--- config.mk ---
export PLATFORM = sky130hd
export DESIGN_NAME = irq_request_arbiter_flat
export DESIGN_NICKNAME = d
export VERILOG_FILES = /design/src/rtl/irq_pkg.sv /design/src/rtl/irq_request_arbiter_if.sv /design/src/rtl/prio_enc_n.sv /design/src/rtl/irq_request_arbiter.sv /design/src/flat_wrapper.sv
export SDC_FILE = /design/constraint.sdc
export NUM_CORES = 1
export LEC_CHECK = 0
export BUFFER_PORTS_ARGS = -buffer_cell sky130_fd_sc_hd__buf_2
export CAP_MARGIN = 20
export CORE_AREA = 2 2 39 41
export DETAILED_ROUTE_END_ITERATION = 10
export DIE_AREA = 0 0 41 43
export PLACE_DENSITY = 0.77
export SLEW_MARGIN = 30
export SYNTH_ARGS = -nofsm -noshare
export SYNTH_HDL_FRONTEND = slang
export SYNTH_SLANG_ARGS = --single-unit
--- constraint.sdc ---
create_clock -name clk -period 1.55 [get_ports clk]
set_input_delay 0 -clock clk [delete_from_list [all_inputs] [get_ports clk]]
set_output_delay 0 -clock clk [all_outputs]
set_load 0.02 [all_outputs]
--- src/rtl/irq_pkg.sv ---
// Shared types and helpers for the interrupt request arbiter.
package irq_pkg;

   localparam int unsigned N_REQ_DEF = 4;
   localparam int unsigned ID_W_DEF  = 2;
   localparam int unsigned MAX_REQ   = 16;
   localparam int unsigned MAX_ID_W  = 4;

   typedef enum logic {IDLE, OFFER} arb_state_t;

   // Sized for the largest supported N_REQ; callers cast down to their own width.
   function automatic logic [MAX_REQ-1:0] onehot(input logic [MAX_ID_W-1:0] id);
      logic [MAX_REQ-1:0] v;
      v     = '0;
      v[id] = 1'b1;
      return v;
   endfunction

endpackage

--- src/rtl/irq_request_arbiter_if.sv ---
// Valid/ready offer channel carrying the selected request ID.
interface irq_request_arbiter_if
   import irq_pkg::*;
#(
   parameter int unsigned ID_W = ID_W_DEF
);
   logic            irq_valid;
   logic [ID_W-1:0] irq_id;
   logic            irq_ready;

   modport master (output irq_valid, output irq_id, input irq_ready);
   modport slave  (input irq_valid, input irq_id, output irq_ready);
endinterface

--- src/rtl/prio_enc_n.sv ---
// Combinational priority encoder; the highest set index wins.
module prio_enc_n #(
   parameter int unsigned N_REQ = 4,
   parameter int unsigned ID_W  = 2
) (
   input  logic [N_REQ-1:0] vec,
   output logic [ID_W-1:0]  idx,
   output logic             found
);

   always_comb begin
      idx   = '0;
      found = 1'b0;
      // Ascending scan so later (higher) hits overwrite earlier ones.
      for (int i = 0; i < N_REQ; i++) begin
         if (vec[i]) begin
            idx   = ID_W'(i);
            found = 1'b1;
         end
      end
   end

endmodule

--- src/rtl/irq_request_arbiter.sv ---
// Edge-captured, maskable request arbiter with a held valid/ready offer.
// Define IRQ_SYNC_EN to pass req through a 2-flop synchroniser per bit.
module irq_request_arbiter
   import irq_pkg::*;
#(
   parameter int unsigned N_REQ = N_REQ_DEF,
   parameter int unsigned ID_W  = ID_W_DEF
) (
   input  logic                  clk,
   input  logic                  rst,
   input  logic [N_REQ-1:0]      req,
   input  logic [N_REQ-1:0]      mask,
   input  logic                  en,
   irq_request_arbiter_if.master irq,
   output logic [N_REQ-1:0]      pending,
   output logic                  any_pending
);

   logic [N_REQ-1:0] req_s;
   logic [N_REQ-1:0] req_d;
   logic [N_REQ-1:0] rise;
   logic [N_REQ-1:0] clr;
   logic [N_REQ-1:0] pending_d;
   logic [N_REQ-1:0] elig;
   logic [ID_W-1:0]  top_idx;
   logic             top_found;
   logic             accept;
   arb_state_t       state;

`ifdef IRQ_SYNC_EN
   logic [N_REQ-1:0] sync1;
   logic [N_REQ-1:0] sync2;

   always_ff @(posedge clk or posedge rst) begin
      if (rst) begin
         sync1 <= '0;
         sync2 <= '0;
      end else begin
         sync1 <= req;
         sync2 <= sync1;
      end
   end

   assign req_s = sync2;
`else
   assign req_s = req;
`endif

   assign rise   = req_s & ~req_d;
   assign accept = (state == OFFER) && irq.irq_ready;
   assign clr    = accept ? N_REQ'(onehot(MAX_ID_W'(irq.irq_id))) : '0;
   // OR-ing rise last lets a new edge survive a same-cycle clear.
   assign pending_d = (pending & ~clr) | rise;
   assign elig      = pending & ~mask;

   prio_enc_n #(
      .N_REQ (N_REQ),
      .ID_W  (ID_W)
   ) u_prio_enc (
      .vec   (elig),
      .idx   (top_idx),
      .found (top_found)
   );

   always_ff @(posedge clk or posedge rst) begin
      if (rst) begin
         req_d       <= '0;
         pending     <= '0;
         any_pending <= 1'b0;
      end else begin
         req_d       <= req_s;
         pending     <= pending_d;
         any_pending <= |pending_d;
      end
   end

   always_ff @(posedge clk or posedge rst) begin
      if (rst) begin
         state         <= IDLE;
         irq.irq_valid <= 1'b0;
         irq.irq_id    <= '0;
      end else begin
         unique case (state)
            IDLE: begin
               if (en && top_found) begin
                  state         <= OFFER;
                  irq.irq_valid <= 1'b1;
                  irq.irq_id    <= top_idx;
               end
            end
            OFFER: begin
               // The offer is frozen until accepted, regardless of mask/en/new requests.
               if (irq.irq_ready) begin
                  state         <= IDLE;
                  irq.irq_valid <= 1'b0;
               end
            end
            default: state <= IDLE;
         endcase
      end
   end

endmodule

--- src/flat_wrapper.sv ---
// flat-port wrapper written by rule: the top's interface ports become plain ports
module irq_request_arbiter_flat import irq_pkg::*;
#(
   parameter int unsigned N_REQ = N_REQ_DEF,
   parameter int unsigned ID_W  = ID_W_DEF
)
  (clk, rst, req, mask, en, pending, any_pending, irq_irq_valid, irq_irq_id, irq_irq_ready);
  irq_request_arbiter_if #(.ID_W(ID_W)) irq_i ();
  input  logic clk;
  input  logic rst;
  input  logic [N_REQ-1:0] req;
  input  logic [N_REQ-1:0] mask;
  input  logic en;
  output logic [N_REQ-1:0] pending;
  output logic any_pending;
  output wire logic [$bits(irq_i.irq_valid)-1:0] irq_irq_valid;
  output wire logic [$bits(irq_i.irq_id)-1:0] irq_irq_id;
  input wire logic [$bits(irq_i.irq_ready)-1:0] irq_irq_ready;
  assign irq_irq_valid = irq_i.irq_valid;
  assign irq_irq_id = irq_i.irq_id;
  assign irq_i.irq_ready = irq_irq_ready;
  irq_request_arbiter #(.N_REQ(N_REQ), .ID_W(ID_W)) u_core (.clk(clk), .rst(rst), .req(req), .mask(mask), .en(en), .irq(irq_i), .pending(pending), .any_pending(any_pending));
endmodule
==> flow_metrics.env <==
export IMPL_status="finished clean"
export IMPL_r2r_end="u_core.any_pending"
export IMPL_initial_utilization_pct=38.5
export IMPL_root_buffer="clkbuf_4"
export IMPL_grt_pass1_vias=391
export IMPL_vias=436
export IMPL_drt_iter0_drc=5
export IMPL_hold_violations=0
export IMPL_maxCapViolCount=0
export IMPL_cp_num_cells=3
export IMPL_timing_critical_path_to="u_core.any_pending"
export IMPL_hold_slack_ns=0.0522
export IMPL_criticalPathCategory="flip-flop to flip-flop"
export IMPL_fmax_mhz=704
export IMPL_worstSkewPairLatency_ns=0.28
export IMPL_drc=0
export IMPL_drv_slew=0
export IMPL_max_stage_delay_ns=0.49
export IMPL_die_area_um2=1760
export IMPL_setup_viol=0
export IMPL_cp_required_ns=1.70
export IMPL_ir_worst_vdd_uv=812
export IMPL_ant_nets=0
export IMPL_yosysSeqAreaShare_pct=61.0
export IMPL_post_route_min_period_ns=1.42
export IMPL_design_area_um2=732
export IMPL_cp_start_kind="flip-flop"
export IMPL_worst_path_max_delay_cell="or4_1"
export IMPL_gp_congestion=0.781
export IMPL_leakagePower_uw=0.000368
export IMPL_core_area_um2=1380
export IMPL_die_width_um=41
export IMPL_final_layout_size_suffix_gt1_share_pct=34.2
export IMPL_htreeDepth=1
export IMPL_grt_pass1_wl_um=1500
export IMPL_critical_path_max_fanout=6
export IMPL_port_buffers=19
export IMPL_synthesis_area_um2=533
export IMPL_tightest_slew_ns=0.483
export IMPL_grt_max_degree=14
export IMPL_rr_worst_depth=3
export IMPL_avgSynthCellArea_um2=12.1
export IMPL_nNetsFinal=86
export IMPL_io_pins=20
export IMPL_syn_num_nets=56
export IMPL_finalClockSkew_ns=0.00847
export IMPL_cp_cell_sequence="nand4b_1, a22o_1, or4_1"
export IMPL_die_h_um=43
export IMPL_yosysWarnings=0
export IMPL_wl_um=1070
export IMPL_path_delay_family="simple AND/OR/NAND/NOR gates"
export IMPL_rsz0062_at_grt="no"
export IMPL_synthCells=44
export IMPL_post_dp_cell_area_um2=656
export IMPL_clk_pin_slew_ns=0.08
export IMPL_startpoint="u_core.irq.irq_id[1]"
export IMPL_area_growth_pct=37.3
export IMPL_min_path_type="primary input to flip-flop"
export IMPL_row_count=14
export IMPL_gr_total_overflow=0
export IMPL_slew_headroom_pct=67.8
export IMPL_synth_cell_types=18
export IMPL_vias_per_cell=4.90
export IMPL_post_drt_wl_per_cell_um=12.1
export IMPL_numCtsBuffers=3
export IMPL_power_per_cell_area_nw_per_um2=1450
export IMPL_grt_antenna_before_repair=0
export IMPL_clock_sinks=13
export IMPL_cp_arrival_ns=1.58
export IMPL_drt_pass1_iterations=4
export IMPL_cts_resized=0
export IMPL_worst_path_buf_inv=0
export IMPL_cts_tree="built"
export IMPL_endpoint_kind="flip-flop"
export IMPL_setup_tns_ns=0
export IMPL_grt_usage_pct=13.2
export IMPL_rr_startpoint="u_core.irq.irq_id[1]"
export IMPL_antennaDiodeCount=0
export IMPL_period_share_pct=91.7
export IMPL_cts_max_path_buffers=2
export IMPL_postCtsSetupRepairBufs=0
export IMPL_reg2reg_slack_ns=0.13
export IMPL_synth_seq_cells=13
[timing repair]
action / in CTS / in global routing
endpoints found under the setup margin: 0 / 0
hold endpoints to repair: 20 / 0
hold buffers: 5 / 0
[flip-flops by register name, indices dropped and copies added (netlist names)]
signal	count
u_core.any_pending	1
u_core.irq.irq_id	2
u_core.irq.irq_valid	1
u_core.pending	4
u_core.req_d	4
u_core.state	1
[final cells by class]
type	instances	area, um^2
fillers	135	652
flip-flops and latches	13	325
multi-input cells	24	181
repair buffers	25	153
clock buffers	4	26.3
inverters	7	26.3
well taps	16	20.0
[Yosys cell counts]
| cell type | instances | area share [%] |
|---|---|---|
| a21o_1 | 3 | 4.2 |
| a21o_2 | 1 | 1.6 |
| a21oi_1 | 1 | 0.94 |
| a22o_1 | 3 | 4.9 |
| a41oi_1 | 1 | 1.6 |
| and4bb_1 | 1 | 2.3 |
| dfrtp_1 | 13 | 61 |
| inv_1 | 7 | 4.9 |
| mux2_1 | 1 | 2.1 |
| nand2_1 | 1 | 0.70 |
| nand2b_1 | 4 | 4.7 |
| nand2b_2 | 1 | 1.6 |
| nand4_1 | 1 | 1.2 |
| nand4b_1 | 2 | 3.3 |
| nor2b_1 | 1 | 1.2 |
| o21ai_0 | 1 | 0.94 |
| o22ai_1 | 1 | 1.2 |
| or4_1 | 1 | 1.4 |
[power breakdown]
part	switching [uW]	leakage [uW]	internal [uW]
clock	107	0.0000150	99.7
combinational	196	0.000214	160
sequential	76.9	0.000139	420
[routing by layer]
| layer | GRT usage [%] | wire length [um] | vias up |
|---|---|---|---|
| met4 | 6.00 | 15 | 0 |
| met2 | 22.8 | 537 | 14 |
| met1 | 11.9 | 456 | 206 |
| met5 | 0 | 0 | - |
| li1 | - | - | 214 |
| met3 | 6.28 | 65 | 2 |
[per-stage QoR]
stage	util, %	std cells	setup WS, ns	total power [uW]
after floorplan	-	44	0.0701	716
after global placement	47.4	80	0.155	846
after detailed placement	47.4	80	0.122	854
after CTS	52.9	89	0.122	1070
after global routing	52.9	89	0.0365	1120
final	52.9	89	0.129	1060
[cell families after synthesis]
logic type | Yosys count | share of synthesized area (%)
flip-flops | 13 | 61.0
AND/OR/NAND/NOR | 12 | 16.4
AO/OA/AOI/OAI | 11 | 15.5
buffers and inverters | 7 | 4.93
multiplexers | 1 | 2.11
[cells in the final DEF (no fill, tap or decap)]
cell type,count
inv_1,7
a41oi_1,1
nand4_1,1
a22o_1,3
a21o_2,1
buf_4,1
clkbuf_1,1
nand2_1,1
buf_2,19
o21ai_0,1
a21o_1,3
and4bb_1,1
dfrtp_1,13
a21oi_1,1
nand2b_1,4
mux2_1,1
o22ai_1,1
nor2b_1,1
clkbuf_4,3
or4_1,1
nand4b_1,2
dlygate4sd3_1,5
nand2b_2,1
[worst min-delay path: cells and delay by family]
family / cells / cell delay [ns]
buffers and inverters: 2 / 0.18
AOI/OAI and AO/OA: 1 / 0.11
[worst min-delay path by stage]
stage,startpoint,endpoint,slack [ns],depth (start not counted)
after floorplan,rst,u_core.any_pending,-0.12,1
after global routing,irq_irq_ready,u_core.state,0.05,3
after global placement,rst,u_core.req_d[0],0.03,2
final,irq_irq_ready,u_core.state,0.05,3
after detailed placement,rst,u_core.req_d[0],0.03,2
after CTS,irq_irq_ready,u_core.state,0.04,3
(Power assumes the default switching activity.)
